--- src/rtl/muldiv_ctrl.sv ---
// rtl/muldiv_ctrl.sv - iterative radix-2 MULT/MULTU/DIV/DIVU sequencer owning HI/LO.
// Define MULDIV_DIV_EN to build the divide datapath; otherwise DIV/DIVU complete immediately as no-ops.
module muldiv_ctrl #(
  parameter int XLEN = 32
) (
  input  logic            clk,
  input  logic            reset,
  input  logic            start,
  input  logic [1:0]      op,
  input  logic [XLEN-1:0] opa,
  input  logic [XLEN-1:0] opb,
  input  logic            hi_we,
  input  logic            lo_we,
  input  logic [XLEN-1:0] wdata,
  input  logic            flush,
  output logic            stall,
  output logic            busy,
  output logic            done,
  output logic [XLEN-1:0] hi,
  output logic [XLEN-1:0] lo
);

  localparam int CW = $clog2(XLEN);

  typedef enum logic [1:0] {S_IDLE = 2'd0, S_RUN = 2'd1, S_DONE = 2'd2} state_t;

  state_t            state, state_nxt;
  logic [CW-1:0]     count;
  logic [XLEN-1:0]   acc_hi, acc_lo, opnd;
  logic              neg_q;
  logic              accept, op_signed, sign_a, sign_b;
  logic [XLEN-1:0]   mag_a, mag_b;
  logic [XLEN:0]     mul_sum;
  logic [XLEN-1:0]   step_hi, step_lo;
  logic [2*XLEN-1:0] prod_fix;
  logic [XLEN-1:0]   res_hi, res_lo;
`ifdef MULDIV_DIV_EN
  logic              is_div, neg_r, div0;
  logic [XLEN:0]     div_shift;
  logic [XLEN+1:0]   div_diff;
  logic              div_ok;
`endif

  assign accept    = start & ~flush & (state != S_RUN);
  assign op_signed = ~op[0];
  assign sign_a    = op_signed & opa[XLEN-1];
  assign sign_b    = op_signed & opb[XLEN-1];
  assign mag_a     = sign_a ? -opa : opa;
  assign mag_b     = sign_b ? -opb : opb;

  always_ff @(posedge clk) begin
    if (reset) state <= S_IDLE;
    else       state <= state_nxt;
  end

  always_comb begin
    state_nxt = state;
    case (state)
      S_RUN: begin
        if (flush)            state_nxt = S_IDLE;
        else if (count == '0) state_nxt = S_DONE;
      end
      default: begin
        if (accept) begin
`ifdef MULDIV_DIV_EN
          state_nxt = S_RUN;
`else
          state_nxt = op[1] ? S_DONE : S_RUN;
`endif
        end else begin
          state_nxt = S_IDLE;
        end
      end
    endcase
  end

  always_comb begin
    stall = accept | (state == S_RUN);
    busy  = (state == S_RUN);
    done  = (state == S_DONE);
  end

  // One radix-2 step: multiply shifts {carry,acc_hi,acc_lo} right, divide shifts {acc_hi,acc_lo} left.
  always_comb begin
    mul_sum = {1'b0, acc_hi} + (acc_lo[0] ? {1'b0, opnd} : '0);
    step_hi = mul_sum[XLEN:1];
    step_lo = {mul_sum[0], acc_lo[XLEN-1:1]};
`ifdef MULDIV_DIV_EN
    div_shift = {acc_hi, acc_lo[XLEN-1]};
    div_diff  = {1'b0, div_shift} - {2'b00, opnd};
    div_ok    = (div_diff[XLEN+1:XLEN] == 2'b00);
    if (is_div) begin
      step_hi = div_ok ? div_diff[XLEN-1:0] : div_shift[XLEN-1:0];
      step_lo = {acc_lo[XLEN-2:0], div_ok};
    end
`endif
  end

  // Divide by zero naturally leaves all-ones quotient and the dividend magnitude as remainder.
  always_comb begin
    prod_fix = neg_q ? -{step_hi, step_lo} : {step_hi, step_lo};
    res_hi   = prod_fix[2*XLEN-1:XLEN];
    res_lo   = prod_fix[XLEN-1:0];
`ifdef MULDIV_DIV_EN
    if (is_div) begin
      res_lo = div0 ? '1 : (neg_q ? -step_lo : step_lo);
      res_hi = neg_r ? -step_hi : step_hi;
    end
`endif
  end

  always_ff @(posedge clk) begin
    if (reset) begin
      hi     <= '0;
      lo     <= '0;
      count  <= '0;
      acc_hi <= '0;
      acc_lo <= '0;
      opnd   <= '0;
      neg_q  <= 1'b0;
`ifdef MULDIV_DIV_EN
      is_div <= 1'b0;
      neg_r  <= 1'b0;
      div0   <= 1'b0;
`endif
    end else if (state == S_RUN) begin
      count  <= count - 1'b1;
      acc_hi <= step_hi;
      acc_lo <= step_lo;
      if (!flush && count == '0) begin
        hi <= res_hi;
        lo <= res_lo;
      end
    end else begin
      if (hi_we) hi <= wdata;
      if (lo_we) lo <= wdata;
      if (accept) begin
        count  <= CW'(XLEN - 1);
        acc_hi <= '0;
        neg_q  <= sign_a ^ sign_b;
`ifdef MULDIV_DIV_EN
        acc_lo <= op[1] ? mag_a : mag_b;
        opnd   <= op[1] ? mag_b : mag_a;
        is_div <= op[1];
        neg_r  <= sign_a;
        div0   <= (opb == '0);
`else
        acc_lo <= mag_b;
        opnd   <= mag_a;
`endif
      end
    end
  end

endmodule

--- config.mk ---
export PLATFORM = sky130hd
export DESIGN_NAME = muldiv_ctrl
export DESIGN_NICKNAME = d
export VERILOG_FILES = /design/src/rtl/muldiv_ctrl.sv
export SDC_FILE = /design/constraint.sdc
export NUM_CORES = 1
export LEC_CHECK = 0
export ABC_AREA = 0
export CORE_MARGIN = 5
export CORE_UTILIZATION = 56
export CTS_CLUSTER_SIZE = 20
export DETAILED_ROUTE_END_ITERATION = 10
export PLACE_DENSITY = 0.82
export SYNTH_ARGS = -nofsm -noshare
export SYNTH_HDL_FRONTEND = slang
export SYNTH_SLANG_ARGS = --single-unit
--- constraint.sdc ---
create_clock -name clk -period 4.9 [get_ports clk]
set_input_delay 0.49 -clock clk [delete_from_list [all_inputs] [get_ports clk]]
set_output_delay 0.49 -clock clk [all_outputs]
set_load 0.01 [all_outputs]
== Word-level counts from Yosys, hierarchy flattened ==
Index checks and enable logic that the tools add are counted.
Word-level totals
  register bits: 168
  bits in latches: 0
  bits in writable memories: 0
  ROM bits: 0
  input port bits: 104
  output and inout port bits: 67
  logic and storage cells: 57
  memories: 0
Operators by class
  add/sub/neg operators: 5
  $mul: 0
  divide/modulo/power cells: 0
  $lt $le $gt $ge: 0
  equal/unequal tests: 5
  shifts and indexed selects: 0
  mux-type cells: 21
  bitwise operators: 9
  reductions and logical operators: 9
Operators by type and width (count)
  $mux W32: 13
  $mux W64: 1
  $neg A32 Y32: 2
  $neg A64 Y64: 1
  $add A32 B32 Y33: 1
  $mux W2: 5
  $mux W5: 2
  $reduce_and A2 Y1: 3
  $reduce_bool A2 Y1: 3
  $logic_not A5 Y1: 1
  $sub A5 B1 Y5 const B: 1
  $and A1 B1 Y1: 4
  $ne A2 B1 Y1 const B: 2
  $ne A3 B2 Y1 const B: 1
  $not A1 Y1: 3
  $eq A2 B1 Y1 const B: 1
  $eq A2 B2 Y1 const B: 1
  $logic_and A1 B1 Y1: 1
  $logic_not A1 Y1: 1
  $or A1 B1 Y1: 1
  $xor A1 B1 Y1: 1

== Longest topological paths before layout ==
  word-level depth: 6
  gate-level depth with buffers: 15

== Worst setup path after synthesis ==
OpenSTA, ideal clock, no wires.
  path type: register -> register
  start point: register acc_lo[0]
  end point: register hi[25]
  setup time: 0.101 ns
  arrival: 4.045 ns
  data required time: 4.799 ns
  path slack: 0.754 ns
  stages on the path, launching flop included: 14
  clock period less this slack: 4.146 ns
  path through: dfxtp_1 clkbuf_1 and2_1 ha_1 a21oi_1 nand2_1 or3_1 a2111oi_0 nor3b_2 nand4_4 or4_4 o41ai_2 xor2_1 o41ai_1
Between the ends
  cells in the longest elaborated chain, start to end: 6
RTL lines
  from (decl): line 29  | logic [XLEN-1:0] acc_hi, acc_lo, opnd;
  from (signal assigned): line 129  | acc_lo <= step_lo;
  from (signal assigned): line 148  | acc_lo <= mag_b;
  $mux W32 (*): line 85  | mul_sum = {1'b0, acc_hi} + (acc_lo[0] ? {1'b0, opnd} : '0);
  $add A32 B32 Y33 (*): line 85
  $neg A64 Y64: line 101  | prod_fix = neg_q ? -{step_hi, step_lo} : {step_hi, step_lo};
  $mux W64 (*): line 101
  $mux W32 (*): line 130  | if (!flush && count == '0) begin
  $mux W32 (*): line 126  | end else if (state == S_RUN) begin
  to (signal assigned): line 131  | hi <= res_hi;
  to (signal assigned): line 135  | if (hi_we) hi <= wdata;
  to (decl): line 19  | output logic [XLEN-1:0] hi,
Mark *: on every way between the ends. The rest lies on a longest branch, timed or not. The select of a mux whose other input is x is not followed.
A chain may end at the register's enable or synchronous reset.

== Worst setup path in the final report ==
  start point: register acc_lo[0]
  end point: register hi[30]
The elaborated chain is that of the path after synthesis.

==> flow_summary_export.csv <==
group,metric,value,unit
setup_path,cp_max_fo,29,
die,die_w,152.5,um
pwr,peakVddDrop,0.1690,mV
clock_tree,cts_buffers,17,
sta,final.period_utilization,91.62,%
detailed_routing,drt-initial-drc-count,912,
clock_tree,cts.reportedPaths.clkPinSlew,0.08,ns
pwr,p_leak,5.020,nW
die,die_y,152.5,um
placed_design,dp.cells,1880,
placed_design,hpwl,27570,um
clock_tree,clock_path_buffers,2,
synth,synth-seq-area-share,29.58,%
global_route,grt_overflow,0,
clock_tree,insertion_delay,0.43,ns
synth,synth_async_sr_flop_share,0,%
detailed_routing,via_per_inst,6.153,
detailed_routing,vias,11771,
run_status,status,"finished clean",
clock_tree,ctsHoldBuffers,0,
die,num_rows,52,
clock_tree,cts_setup_buffers,0,
die,io_pins,171,
flow_run,maxCapViolCount,0,
final_layout,fin_cells,1913,
pwr,p_int,2.445,mW
pwr,p_per_area,259.0,nW/um2
detailed_routing,detail-route-antenna-nets,0,
setup_path,worstSetupStartpointType,"flop",
final_layout,final_nets,1771,
synth,synth_edf_count,0,
sta,slew_headroom,28.32,%
detailed_routing,wl,36100,um
pwr,power.total,3.572,mW
synth,ys_types,75,
sta,hold_viol_final,0,
synth,syn_area,11370,um2
global_route,grt_max_degree,82,
die,core,20100,um2
global_route,grt_pass1_wl,56460,um
setup_path,end_kind,"flop",
setup_path,crit_type,"reg -> reg",
synth,synth_cells,1523,
placed_design,gp_congestion,0.9522,
sta,period_minus_slack,4.490,ns
global_route,track_usage,29.48,%
final_layout,area_growth,21.30,%
synth,synth-main-ff-cell,"dfxtp_1",
clock_tree,cts_sinks,168,
synth,syn-num-nets,1665,
detailed_routing,wl_per_cell,18.87,um
die,initial_utilization,56.55,%
synth,ys_ff_latch,168,
placed_design,io_buffers,170,
clock_tree,cts_tree,"done",
setup_path,required,5.23,ns
sta,fmax,222.7,MHz
final_layout,fillers,1657,
pwr,comb_power_share,20.0,%
clock_tree,ctsResizeCount,0,
setup_path,arrival,4.82,ns
setup_path,worst_r2r_startpoint,"acc_lo[0]",
sta,worst_pin_slew,1.075,ns
sta,tns,0,ns
pwr,power_frac_seq,42.6,%
final_layout,drive_above_1_share,5.055,%
placed_design,dp_slack,0.3681,ns
sta,finalSetupViolations,0,
min_path,hold_path.class,"reg -> reg",
global_route,antenna_found_initial,2,
die,die_area,23250,um2
pwr,p_sw,1.127,mW
sta,fin_skew,0.01011,ns
sta,rsz0062_at_grt,"false",
global_route,grt_pass1_vias,10646,
setup_path,crit_path_start,"acc_lo[0]",
pwr,p_sw_share,31.56,%
sta,worst_slack,0.4105,ns
synth,synth_area_per_cell,7.464,um2
sta,finalMaxSlewViolations,0,
synth,yosys_warnings,0,
clock_tree,root_buffer,"clkbuf_16",
pwr,clockPowerShare,37.5,%
min_path,min_from,"hi[24]",
clock_tree,htree_levels,4,
detailed_routing,drc,0,
detailed_routing,drt_first_pass_iters,5,
-- synthesized netlist by cell type (6+ instances only) --
cell      count  share of area [%]
or4_1        10               0.66
or3_1        26                1.4
nand2b_1      6               0.33
nand2_1     117                3.9
a21oi_1     149                6.6
o21ai_0      74                3.3
o211ai_1     10               0.66
a21o_1        7               0.46
o31ai_1      24                1.6
ha_1         37                4.1
nor2b_1       9               0.50
nor4_1       15               0.83
nor3_1       21               0.92
buf_1         7               0.23
xor2_1       88                6.8
a22oi_1      28                1.8
a211oi_1     90                5.9
inv_1        19               0.63
o41ai_1      17                1.3
or2_2         7               0.39
o21a_1        7               0.46
nand4_1      15               0.83
dfxtp_1     168                 30
clkbuf_1     95                3.1
nand3_1      16               0.70
a311oi_1     18                1.4
xnor2_1      40                3.1
a31oi_1      10               0.55
and2_1       36                2.0
nor2_1      265                8.7
-- final timing paths --
path	endpoint	slack (ns)	depth (start not counted)
setup / recovery	hi[30]	0.41	13
hold / removal	hi[24]	0.46	2
setup reg to reg	hi[30]	0.41	13
hold reg to reg	hi[24]	0.46	2
-- registers in the layout, summed over array words and instances, names as in the netlist --
register and cells:
neg_q 1, hi 32, opnd 32, count 5, acc_hi 32, lo 32, state 2, acc_lo 32
-- area by class of cell --
cell class,instances,area (um2),share of cell area [%]
timing repair buffer,191,1857,13.47
clock inverter,15,153.9,1.116
clock buffer,17,425.4,3.085
tap,270,337.8,2.450
multi-input combinational,1230,7567,54.88
inverter,21,81.33,0.5898
sequential,168,3364,24.40
antenna,1,2.502,0.01815
-- power by group through the flow --
stage	Clock [mW]	Combinational [mW]	Sequential, mW
final	1.34	0.713	1.52
after global routing	1.40	0.778	1.53
after CTS	1.34	0.707	1.52
after detailed placement	0	0.703	1.55
after global placement	0	0.687	1.55
after floorplan	0	0.398	1.54
-- through the flow --
step | hold WS [ns] | cell area, um2 | utilization, %
finish | 0.4613 | 13790 | 68.59
global route | 0.4639 | 13790 | 68.59
CTS | 0.4554 | 13780 | 68.54
detailed placement | 0.4478 | 13200 | 65.66
global placement | 0.4385 | 13200 | 65.66
floorplan | 0.4273 | 11370 | -
-- kinds of logic (layout without fill, tap and decap cells) --
| logic type | Yosys count | after routing | share of synthesized area, % |
|---|---|---|---|
| XOR/XNOR | 128 | 128 | 9.861 |
| other | 0 | 1 | 0 |
| buffers and inverters | 125 | 244 | 4.204 |
| AND/OR/NAND/NOR | 577 | 577 | 23.93 |
| flip-flops | 168 | 168 | 29.58 |
| multiplexers | 5 | 5 | 0.4513 |
| adder cells (fa/ha/maj) | 38 | 38 | 4.248 |
| AO/OA/AOI/OAI | 482 | 482 | 27.72 |
-- critical path, stage by stage, from the launching register on --
cell	delay [ns]
dfxtp_1	0.34
buf_4	0.21
and2_1	0.18
ha_1	0.46
nand4_1	0.23
nor2_1	0.21
o21a_1	0.26
o31ai_1	0.16
a2111oi_0	0.73
o21ai_0	0.26
a2111oi_0	0.56
nand2_1	0.15
or4_1	0.50
and3_1	0.15
-- metal layers --
layer  wire length (um)  global-route usage (%)  part of all wire (%)
met4               1173                   11.03                   3.2
met3               3108                   6.646                   8.6
met5                  7                       0                 0.019
met2              16260                   46.19                    45
met1              15540                   39.90                    43
-- placed cells by master, fill, tap and decap left out, types with 5 or more instances in the layout --
| master | instances |
|---|---|
| nand2b_1 | 6 |
| nand2_1 | 117 |
| inv_8 | 5 |
| xor2_1 | 88 |
| clkdlybuf4s50_1 | 169 |
| or4_1 | 10 |
| a211o_1 | 5 |
| nor4_1 | 14 |
| o21a_1 | 7 |
| xnor2_1 | 40 |
| and2_1 | 36 |
| buf_4 | 22 |
| ha_1 | 37 |
| a31oi_1 | 10 |
| a22oi_1 | 28 |
| nor3_1 | 21 |
| a21oi_1 | 147 |
| a311oi_1 | 18 |
| o41ai_1 | 17 |
| clkbuf_16 | 17 |
| or2_2 | 7 |
| nor3b_1 | 5 |
| dfxtp_1 | 167 |
| o31ai_1 | 24 |
| nand4_1 | 15 |
| a211oi_1 | 90 |
| o21ai_0 | 74 |
| inv_1 | 19 |
| or3_1 | 26 |
| a21o_1 | 7 |
| nand3_1 | 16 |
| o211ai_1 | 10 |
| nor2b_1 | 8 |
| nor2_1 | 263 |
Power figures use the tool's default switching activity.
